File: src/rtl/booth4_mult_ctrl_pkg.sv
// Shared definitions for the radix-4 Booth multiplier controller.
//   state_t        : controller states (IDLE, RUN, DONE)
//   ITER/ACC_W/P_W : iteration count, accumulator width, partial-product register width
//   booth_digit_t  : recoded Booth digit selecting 0, +/-M or +/-2M
//   booth_recode() : maps the low three bits of P to a Booth digit
package booth4_mult_ctrl_pkg;

    localparam int ITER  = 16;
    localparam int ACC_W = 34;
    localparam int P_W   = 67;
    localparam int CNT_W = 4;

    typedef enum logic [1:0] {
        IDLE = 2'd0,
        RUN  = 2'd1,
        DONE = 2'd2
    } state_t;

    typedef enum logic [2:0] {
        BD_ZERO   = 3'd0,
        BD_POS_M  = 3'd1,
        BD_POS_2M = 3'd2,
        BD_NEG_2M = 3'd3,
        BD_NEG_M  = 3'd4
    } booth_digit_t;

    function automatic booth_digit_t booth_recode(input logic [2:0] bits);
        booth_digit_t digit;
        case (bits)
            3'b001, 3'b010: digit = BD_POS_M;
            3'b011:         digit = BD_POS_2M;
            3'b100:         digit = BD_NEG_2M;
            3'b101, 3'b110: digit = BD_NEG_M;
            default:        digit = BD_ZERO;
        endcase
        return digit;
    endfunction

endpackage

File: src/rtl/booth4_mult_ctrl_shift.sv
// Purely combinational 67-bit arithmetic shift right by two.
//   din  : 67-bit value (adder output of the Booth step)
//   dout : din >>> 2, sign bit replicated into both vacated MSBs
module shift_ars2_67
    import booth4_mult_ctrl_pkg::*;
(
    input  logic [P_W-1:0] din,
    output logic [P_W-1:0] dout
);

    assign dout = {din[P_W-1], din[P_W-1], din[P_W-1:2]};

endmodule

File: src/rtl/booth4_mult_ctrl.sv
// Sequential radix-4 Booth multiplier, 32x32 signed, one digit per cycle.
//   clock          : rising-edge clock
//   reset          : asynchronous active-high reset
//   ctrl_MULT      : start request, honoured in IDLE or DONE
//   data_operandA  : signed multiplicand, captured on accepted start
//   data_operandB  : signed multiplier, captured on accepted start
//   data_result    : low 32 bits of the product, held until the next DONE
//   data_exception : product does not fit in 32 signed bits
//   data_resultRDY : one-cycle pulse in DONE
//   busy           : high in RUN
//
// state | meaning
// IDLE  | waiting for ctrl_MULT
// RUN   | one Booth digit per cycle, ITER cycles
// DONE  | result valid, RDY pulses; may accept a new start
module booth4_mult_ctrl #(
    parameter int ITER = booth4_mult_ctrl_pkg::ITER
) (
    input  logic        clock,
    input  logic        reset,
    input  logic        ctrl_MULT,
    input  logic [31:0] data_operandA,
    input  logic [31:0] data_operandB,
    output logic [31:0] data_result,
    output logic        data_exception,
    output logic        data_resultRDY,
    output logic        busy
);
    import booth4_mult_ctrl_pkg::*;

    state_t             state_q, state_d;
    logic [P_W-1:0]     p_q, p_d;
    logic [ACC_W-1:0]   m_q, m_d;
    logic [CNT_W-1:0]   cnt_q, cnt_d;
    logic [31:0]        result_q, result_d;
    logic               exc_q, exc_d;
    logic               rdy_q, rdy_d;
    logic               busy_q, busy_d;

    booth_digit_t       digit;
    logic [ACC_W-1:0]   m2;
    logic [ACC_W-1:0]   addend;
    logic [ACC_W-1:0]   acc_sum;
    logic [P_W-1:0]     p_sum;
    logic [P_W-1:0]     p_shift;
    logic [P_W-33:0]    p_high;

    // Booth step datapath: add the selected multiple to the accumulator
    // (modulo 2^ACC_W) and hand the full register to the shifter.
    always_comb begin
        digit = booth_recode(p_q[2:0]);
        m2    = {m_q[ACC_W-2:0], 1'b0};
        case (digit)
            BD_POS_M:  addend = m_q;
            BD_POS_2M: addend = m2;
            BD_NEG_2M: addend = -m2;
            BD_NEG_M:  addend = -m_q;
            default:   addend = '0;
        endcase
        acc_sum = p_q[P_W-1:P_W-ACC_W] + addend;
        p_sum   = {acc_sum, p_q[P_W-ACC_W-1:0]};
    end

    shift_ars2_67 u_shift (
        .din  (p_sum),
        .dout (p_shift)
    );

    // Bits above the 32-bit signed range, plus its sign bit; all equal
    // means the product fits.
    assign p_high = p_shift[P_W-1:32];

    always_comb begin
        state_d  = state_q;
        p_d      = p_q;
        m_d      = m_q;
        cnt_d    = cnt_q;
        result_d = result_q;
        exc_d    = exc_q;
        rdy_d    = 1'b0;
        busy_d   = 1'b0;
        case (state_q)
            RUN: begin
                p_d   = p_shift;
                cnt_d = cnt_q + 1'b1;
                if (cnt_q == CNT_W'(ITER - 1)) begin
                    state_d  = DONE;
                    result_d = p_shift[32:1];
                    exc_d    = !((p_high == '0) || (p_high == '1));
                    rdy_d    = 1'b1;
                end else begin
                    busy_d = 1'b1;
                end
            end
            default: begin
                // IDLE and DONE both accept a start; DONE otherwise falls back to IDLE.
                if (ctrl_MULT) begin
                    state_d = RUN;
                    m_d     = {{(ACC_W-32){data_operandA[31]}}, data_operandA};
                    p_d     = {{ACC_W{1'b0}}, data_operandB, 1'b0};
                    cnt_d   = '0;
                    busy_d  = 1'b1;
                end else begin
                    state_d = IDLE;
                end
            end
        endcase
    end

    always_ff @(posedge clock or posedge reset) begin
        if (reset) begin
            state_q  <= IDLE;
            p_q      <= '0;
            m_q      <= '0;
            cnt_q    <= '0;
            result_q <= '0;
            exc_q    <= 1'b0;
            rdy_q    <= 1'b0;
            busy_q   <= 1'b0;
        end else begin
            state_q  <= state_d;
            p_q      <= p_d;
            m_q      <= m_d;
            cnt_q    <= cnt_d;
            result_q <= result_d;
            exc_q    <= exc_d;
            rdy_q    <= rdy_d;
            busy_q   <= busy_d;
        end
    end

    assign data_result    = result_q;
    assign data_exception = exc_q;
    assign data_resultRDY = rdy_q;
    assign busy           = busy_q;

endmodule

File: config.mk
export PLATFORM = sky130hd
export DESIGN_NAME = booth4_mult_ctrl
export DESIGN_NICKNAME = d
export VERILOG_FILES = /design/src/rtl/booth4_mult_ctrl_pkg.sv /design/src/rtl/booth4_mult_ctrl_shift.sv /design/src/rtl/booth4_mult_ctrl.sv
export SDC_FILE = /design/constraint.sdc
export NUM_CORES = 1
export LEC_CHECK = 0
export CAP_MARGIN = 40
export CORE_ASPECT_RATIO = 0.9
export CORE_MARGIN = 4
export CORE_UTILIZATION = 45
export CTS_BUF_LIST = sky130_fd_sc_hd__clkbuf_2
export CTS_CLUSTER_DIAMETER = 80
export DETAILED_ROUTE_END_ITERATION = 7
export HOLD_SLACK_MARGIN = 0.06
export PLACE_DENSITY_LB_ADDON = 0.15
export RECOVER_POWER = 50
export SETUP_SLACK_MARGIN = 0.1
export SLEW_MARGIN = 20
export SYNTH_ARGS = -nofsm -noshare
export SYNTH_HDL_FRONTEND = slang
export SYNTH_SLANG_ARGS = --single-unit
File: constraint.sdc
create_clock -name clock -period 6.55 [get_ports clock]
set_clock_uncertainty 0.15 [all_clocks]
set_input_delay 1.31 -clock clock [delete_from_list [all_inputs] [get_ports clock]]
set_output_delay 1.31 -clock clock [all_outputs]
set_load 0.01 [all_outputs]
## Word level (Yosys, flattened, before mapping)

Cells that the tools add are included.

- Word-level logic and storage cells: 49
- Flip-flop bits (word level): 140
- Output and inout bits: 35

- Eq/ne operators: 14
- Muxes and demuxes: 14
- Bitwise logic cells: 1
- Reduce and logical (&&, ||, !) cells: 8
- Add/sub/neg operators: 4

Operators with widths:

| cell | count |
|---|---|
| case mux 34 bit (4 select lines) | 1 |
| 2-to-1 mux 67 bit | 2 |
| negator 34 bit | 2 |
| == test 35 bit, second input constant | 1 |
| logical NOT 35 bit | 1 |
| adder 34 bit | 1 |
| == test 3 x 2 -> 1 bit, second input constant | 4 |
| == test 3 bit, second input constant | 4 |
| case mux 3 bit (4 select lines) | 1 |
| 2-to-1 mux 4 bit | 2 |
| == test 3 x 1 -> 1 bit, second input constant | 2 |
| 2-to-1 mux 1 bit | 6 |
| adder 4 x 1 -> 4 bit, second input constant | 1 |
| == test 4 bit, second input constant | 1 |
| 2-to-1 mux 2 bit | 2 |
| AND reduction 2 bit | 2 |
| OR reduction 2 bit | 2 |
| == test 2 x 1 -> 1 bit, second input constant | 1 |
| inequality test 2 bit, second input constant | 1 |
| nonzero test 2 bit | 1 |
| logical NOT 1 bit | 1 |
| logical OR 1 bit | 1 |
| NOT 1 bit | 1 |

## Longest topological paths before layout

- Depth after elaboration: 9
- Gate-level depth with buffers: 24

## Modules after synthesis

Synthesis repeated with hierarchy kept, for this count alone.

- Cell total of the unflattened synthesis: 1130
- Area total of the unflattened synthesis: 10015.9 um^2

By module, submodules not included:

| module | instances | seq. area each (um^2) | area each (um^2) | cells each |
|---|---|---|---|---|
| booth4_mult_ctrl | 1 | 3503.4 | 9512.9 | 1063 |
| shift_ars2_67 | 1 | 0.0 | 503.0 | 67 |

## Worst setup path after synthesis

Ideal clock, no wire load.

- Path type: flip-flop to flip-flop
- Start: register m_q[4]
- End: register exc_q (netlist: data_exception)
- Arrival: 5.270 ns
- Setup slack: 1.006 ns
- Stages on the path, launching flop included: 21
- Setup time: 0.124 ns
- Data required time: 6.276 ns
- Cells stage by stage: dfrtp_1 > clkbuf_1 > nor4_1 > nand4b_1 > or2_2 > or3_1 > and2_1 > xor2_1 > a221oi_1 > a31oi_1 > ha_1 > clkbuf_1 > a21o_1 > a31o_2 > or4_1 > nand3_1 > or4b_1 > nand4bb_1 > or4_1 > o211ai_2 > nand2_1

- Longest elaborated chain between the ends: 6
- Elaborated cells on any way between the ends: 8
- Those cells by class: 3 x add/sub; 1 x eq/ne; 1 x mux; 3 x reduce/logical

RTL lines:

| element | line | source |
|---|---|---|
| from (decl) | booth4_mult_ctrl.sv:33 | `logic [ACC_W-1:0] m_q, m_d;` |
| from (signal assigned) | booth4_mult_ctrl.sv:123 | `m_q <= m_d;` |
| negator 34 bit (on tied branches) | booth4_mult_ctrl.sv:57, booth4_mult_ctrl.sv:56 |  |
| case mux 34 bit (4 select lines) * | booth4_mult_ctrl.sv:53 | `case (digit)` |
| adder 34 bit * | booth4_mult_ctrl.sv:60 | `acc_sum = p_q[P_W-1:P_W-ACC_W] + addend;` |
| == test 35 bit / logical NOT 35 bit (equally long branches) | booth4_mult_ctrl.sv:89 | `exc_d = !((p_high == '0) \|\| (p_high == '1));` |
| logical OR 1 bit * | booth4_mult_ctrl.sv:89 |  |
| logical NOT 1 bit * | booth4_mult_ctrl.sv:89 |  |
| to (signal assigned) | booth4_mult_ctrl.sv:117 | `exc_q <= 1'b0;` |
| to (signal assigned) | booth4_mult_ctrl.sv:126 | `exc_q <= exc_d;` |
| to (decl) | booth4_mult_ctrl.sv:36 | `logic exc_q, exc_d;` |

Mark *: on every way between the ends. The rest lies on a longest branch, timed or not.
A chain may end at the register's enable or synchronous reset.

## Worst setup path after layout

- Start: register m_q[1]
- End: register exc_q (netlist: data_exception)

The elaborated chain is that of the path after synthesis.

==> Flow_metrics.wiki <==
{| class="wikitable"
! Metric !! Value
|-
| Result of the run || complete, but fails checks
|-
| Violated checks || capacitance limit, slew limit
|-
| Setup repair bufs after CTS || 0
|-
| Min-Delay Path Depth || 2
|-
| Worst setup path startpoint || m_q[1]$_DFFE_PP0P_
|-
| Floorplan row count || 50
|-
| Number of endpoints failing setup at the final stage || 0
|-
| Maximum Capacitance Violations || 5
|-
| Width of the chip || 163.7 um
|-
| Initial antenna violation count || 1
|-
| TritonCTS Sinks || 138
|-
| Vias after detailed routing || 8,562
|-
| Origin of the worst min-delay path || p_q[25]$_DFFE_PP0P_
|-
| Number of buffers inserted during clock tree synthesis || 17
|-
| Post-detailed-route via-to-cell ratio || ~6
|-
| Share of async-settable or async-resettable flops after synthesis || 1.000
|-
| Placed wire-length estimate || 19,270 um
|-
| Worst-case clock buffer depth || 2
|-
| Post-cts resize count || 0
|-
| Longest individual stage delay on the worst path || between 500 and 600 ps
|-
| Port Buffers || 101
|-
| Drt first pass iters || 6
|-
| I/O Pins || slightly above 100
|-
| Number of cells traversed by the worst register-to-register path || 20
|-
| Number of remaining DRC errors || 0
|-
| Portion of the clock cycle consumed by the worst path in the final layout || 0.9064
|-
| Relative slew slack || -1.419
|-
| Highest metal layer used by the detailed router || met4
|-
| Arrival time reported for the critical path endpoint || between 6000 and 7000 ps
|-
| Reg clk slew, reported paths || 260 ps
|-
| Nets in the synthesized netlist || around 1,200
|-
| Setup repair after global routing missed its margin || false
|-
| P&R area growth vs syn || 14.82%
|-
| Met3 routed wirelength || ~1900 um
|-
| CTS root buffer || sky130_fd_sc_hd__clkbuf_2
|-
| Effective utilization at floorplan || 0.4640
|-
| Synthesized area per cell || about 9 um^2
|-
| Count of endpoints failing hold in the final timing report || 0
|-
| Most Frequent Cell on Critical Path || sky130_fd_sc_hd__nand2_1
|-
| CTS H-tree lvls || 4
|-
| WL/cell || approximately 18 um
|-
| Core area || 21,150 um^2
|-
| Share of cells above drive strength 1 || 0.1302
|-
| Count of distinct cell types in the synthesized netlist || 83
|-
| Highest net fanout along the worst path || 7
|-
| Most used flip-flop cell after synthesis || sky130_fd_sc_hd__dfrtp_1
|-
| Critical path start-end classification || flip-flop to flip-flop
|-
| Highest clock rate || 168.4 MHz
|-
| Reg-to-Reg Start || m_q[1]$_DFFE_PP0P_
|-
| Largest net degree at the start of global routing || 74
|-
| Setup TNS || 0 ps
|-
| Library cell contributing the largest single delay on the critical path || sky130_fd_sc_hd__or4_1
|-
| Routed length on met1 || between 10,000 and 15,000 um
|-
| Class of the worst hold path || flip-flop to flip-flop
|-
| Crit path time final || just under 6000 ps
|-
| Total Wirelength || 26,410 um
|-
| Total global routing overflow || 0
|-
| Gate count of the mapped netlist || 1,092
|-
| Cell-by-cell listing of the critical path || inv_1 -> ha_1 -> nor3b_1 -> nand4b_1 -> or3_1 -> nand2_1 -> xnor2_1 -> a221oi_1 -> a31oi_1 -> ha_1 -> nand2_1 -> o21ai_0 -> nor2_1 -> o21a_1 -> a21oi_1 -> xor2_1 -> or4bb_1 -> or4_1 -> o211ai_2 -> nand2_1
|-
| Hold-fix buffer count after cts || 0
|-
| Via count of the first global-routing pass || 7,981
|-
| Number of warnings printed during yosys synthesis || 0
|-
| Slew at the pin closest to its max-slew limit || 3629 ps
|-
| Number of max-slew violations in the final report || 281
|-
| Wire length of the first global-routing pass || between 40,000 and 50,000 um
|-
| CP startpoint kind || flip-flop
|-
| Required time at the worst-slack endpoint || slightly above 7000 ps
|-
| Routability cong. || 0.9257
|-
| Number of nets with antenna violations after routing || 0
|-
| Vertical die dimension || roughly 150 um
|-
| Die ar. || 24,230 um^2
|-
| Number of nets in the layout || around 1,300
|-
| Mapped cell area || 9812 um^2
|-
| Number of flops mapped to enable cells by yosys || 0
|-
| DRC violation total after the first TritonRoute iteration || 837
|-
| Clk_lat worst skew || ~740 ps
|-
| Seq cells post-synth || between 100 and 150
|-
| TritonCTS clock tree || done
|-
| Register area share after synthesis || 0.3520
|-
| Overall global routing resource usage || 0.2205
|-
| Met2 Wirelength || 10,720 um
|-
| Element type at the critical path end || flip-flop
|}
## final cells by class
| type | count | area (um^2) |
|---|---|---|
| sequential | 138 | 3453 |
| clock buffer | 17 | 85.08 |
| multi-input combinational | 858 | 5984 |
| fill | 2022 | 9879 |
| tap | 286 | 357.8 |
| clock inverter | 15 | 150.1 |
| timing repair buffer | 121 | 1161 |
| antenna | 2 | 5.005 |
| inverter | 18 | 68.82 |
## per-layer routing
metal | GRT usage | up-vias
li1 | - | 4127
met4 | 0.04906 | 0
met5 | 0 | -
met1 | 0.3594 | 4096
met3 | 0.04267 | 28
met2 | 0.2979 | 311
## stage by stage
stage,instances,instance area [um^2],util,hold slack (ps),setup WS (ps)
3_3_place_gp,1419,11000,0.5204,336.3,713.1
3_5_place_dp,1421,11060,0.5230,339.9,611.8
5_1_grt,1455,11270,0.5328,398.6,136.9
2_1_floorplan,1092,9812,-,308.3,1006
4_1_cts,1453,11290,0.5341,375.4,583.5
6_report,1455,11270,0.5328,368.8,613.2
## worst max-delay path, delay by kind of cell (launching register included)
kind | cells | cell delay [ps]
and+or+nand+nor | 9 | 2750
buffers and inverters | 1 | 70
adders and majority gates | 2 | 670
AOI/OAI and AO/OA | 6 | 1530
DFF | 1 | 490
xor gates and xnor gates | 2 | 200
## registers in the layout, summed over array words and instances, names as in the netlist
signal          flops
cnt_q               4
m_q                32
data_result        32
state_q             2
p_q                65
data_resultRDY      1
busy                1
data_exception      1
## cells in the final DEF (no fill, tap or decap), types with 4 or more instances in the layout
cell type                           n
sky130_fd_sc_hd__dfrtp_1          138
sky130_fd_sc_hd__nand2_1          125
sky130_fd_sc_hd__o21ai_0          102
sky130_fd_sc_hd__clkdlybuf4s50_1   99
sky130_fd_sc_hd__mux2_2            64
sky130_fd_sc_hd__a21oi_1           61
sky130_fd_sc_hd__nor2_1            52
sky130_fd_sc_hd__mux2i_1           40
sky130_fd_sc_hd__xnor2_1           35
sky130_fd_sc_hd__ha_1              35
sky130_fd_sc_hd__xor2_1            34
sky130_fd_sc_hd__nand3b_1          33
sky130_fd_sc_hd__a221oi_1          23
sky130_fd_sc_hd__a21o_1            18
sky130_fd_sc_hd__nor3_1            18
sky130_fd_sc_hd__clkbuf_2          17
sky130_fd_sc_hd__inv_1             16
sky130_fd_sc_hd__or3_1             16
sky130_fd_sc_hd__buf_4             15
sky130_fd_sc_hd__o21a_1            14
sky130_fd_sc_hd__nand4_1           12
sky130_fd_sc_hd__a31oi_1           12
sky130_fd_sc_hd__o211ai_1          11
sky130_fd_sc_hd__nand3_1           11
sky130_fd_sc_hd__a211oi_1           9
sky130_fd_sc_hd__o31ai_1            9
sky130_fd_sc_hd__nor2b_1            8
sky130_fd_sc_hd__nor4_1             8
sky130_fd_sc_hd__nand2b_1           8
sky130_fd_sc_hd__inv_6              7
sky130_fd_sc_hd__or2_2              6
sky130_fd_sc_hd__a22oi_1            6
sky130_fd_sc_hd__or4_1              5
sky130_fd_sc_hd__and2_1             5
sky130_fd_sc_hd__a211o_1            4
sky130_fd_sc_hd__nand4b_1           4
sky130_fd_sc_hd__clkbuf_1           4
## cells in the mapped netlist (11+ instances only)
cell type | instances | share of area
sky130_fd_sc_hd__a21o_1 | 18 | 0.014
sky130_fd_sc_hd__a21oi_1 | 61 | 0.031
sky130_fd_sc_hd__a221oi_1 | 23 | 0.021
sky130_fd_sc_hd__a31oi_1 | 12 | 0.0077
sky130_fd_sc_hd__clkbuf_1 | 67 | 0.026
sky130_fd_sc_hd__dfrtp_1 | 138 | 0.35
sky130_fd_sc_hd__ha_1 | 35 | 0.045
sky130_fd_sc_hd__inv_1 | 17 | 0.0065
sky130_fd_sc_hd__mux2_2 | 64 | 0.073
sky130_fd_sc_hd__mux2i_1 | 40 | 0.041
sky130_fd_sc_hd__nand2_1 | 125 | 0.048
sky130_fd_sc_hd__nand3_1 | 11 | 0.0056
sky130_fd_sc_hd__nand3b_1 | 33 | 0.025
sky130_fd_sc_hd__nand4_1 | 12 | 0.0077
sky130_fd_sc_hd__nor2_1 | 52 | 0.020
sky130_fd_sc_hd__nor3_1 | 19 | 0.0097
sky130_fd_sc_hd__o211ai_1 | 11 | 0.0084
sky130_fd_sc_hd__o21a_1 | 14 | 0.011
sky130_fd_sc_hd__o21ai_0 | 102 | 0.052
sky130_fd_sc_hd__or3_1 | 16 | 0.010
sky130_fd_sc_hd__xnor2_1 | 35 | 0.031
sky130_fd_sc_hd__xor2_1 | 34 | 0.030
## worst paths after layout
kind	end	slack (ps)
worst max-delay path	data_exception$_DFFE_PP0P_	610
worst min-delay path	p_q[23]$_DFFE_PP0P_	370
worst min register to register	p_q[23]$_DFFE_PP0P_	370
min in group asynchronous	data_result[21]$_DFFE_PP0P_	1180
max in group asynchronous	p_q[37]$_DFFE_PP0P_	1050
worst max register to register	data_exception$_DFFE_PP0P_	610
## cells by family (layout without fill, tap and decap cells)
kind of cell,after synthesis,after routing,synth area share
compound gates,308,308,0.2039
xor+xnor,69,69,0.06159
fa+ha+maj,36,36,0.04667
buf+inv,96,171,0.03978
flops,138,138,0.3520
mux,104,104,0.1143
other cells,0,2,0
simple gates,341,341,0.1818
Power is not shown: default switching activity piles up to over one toggle a cycle in this logic, so the estimate is an artifact.
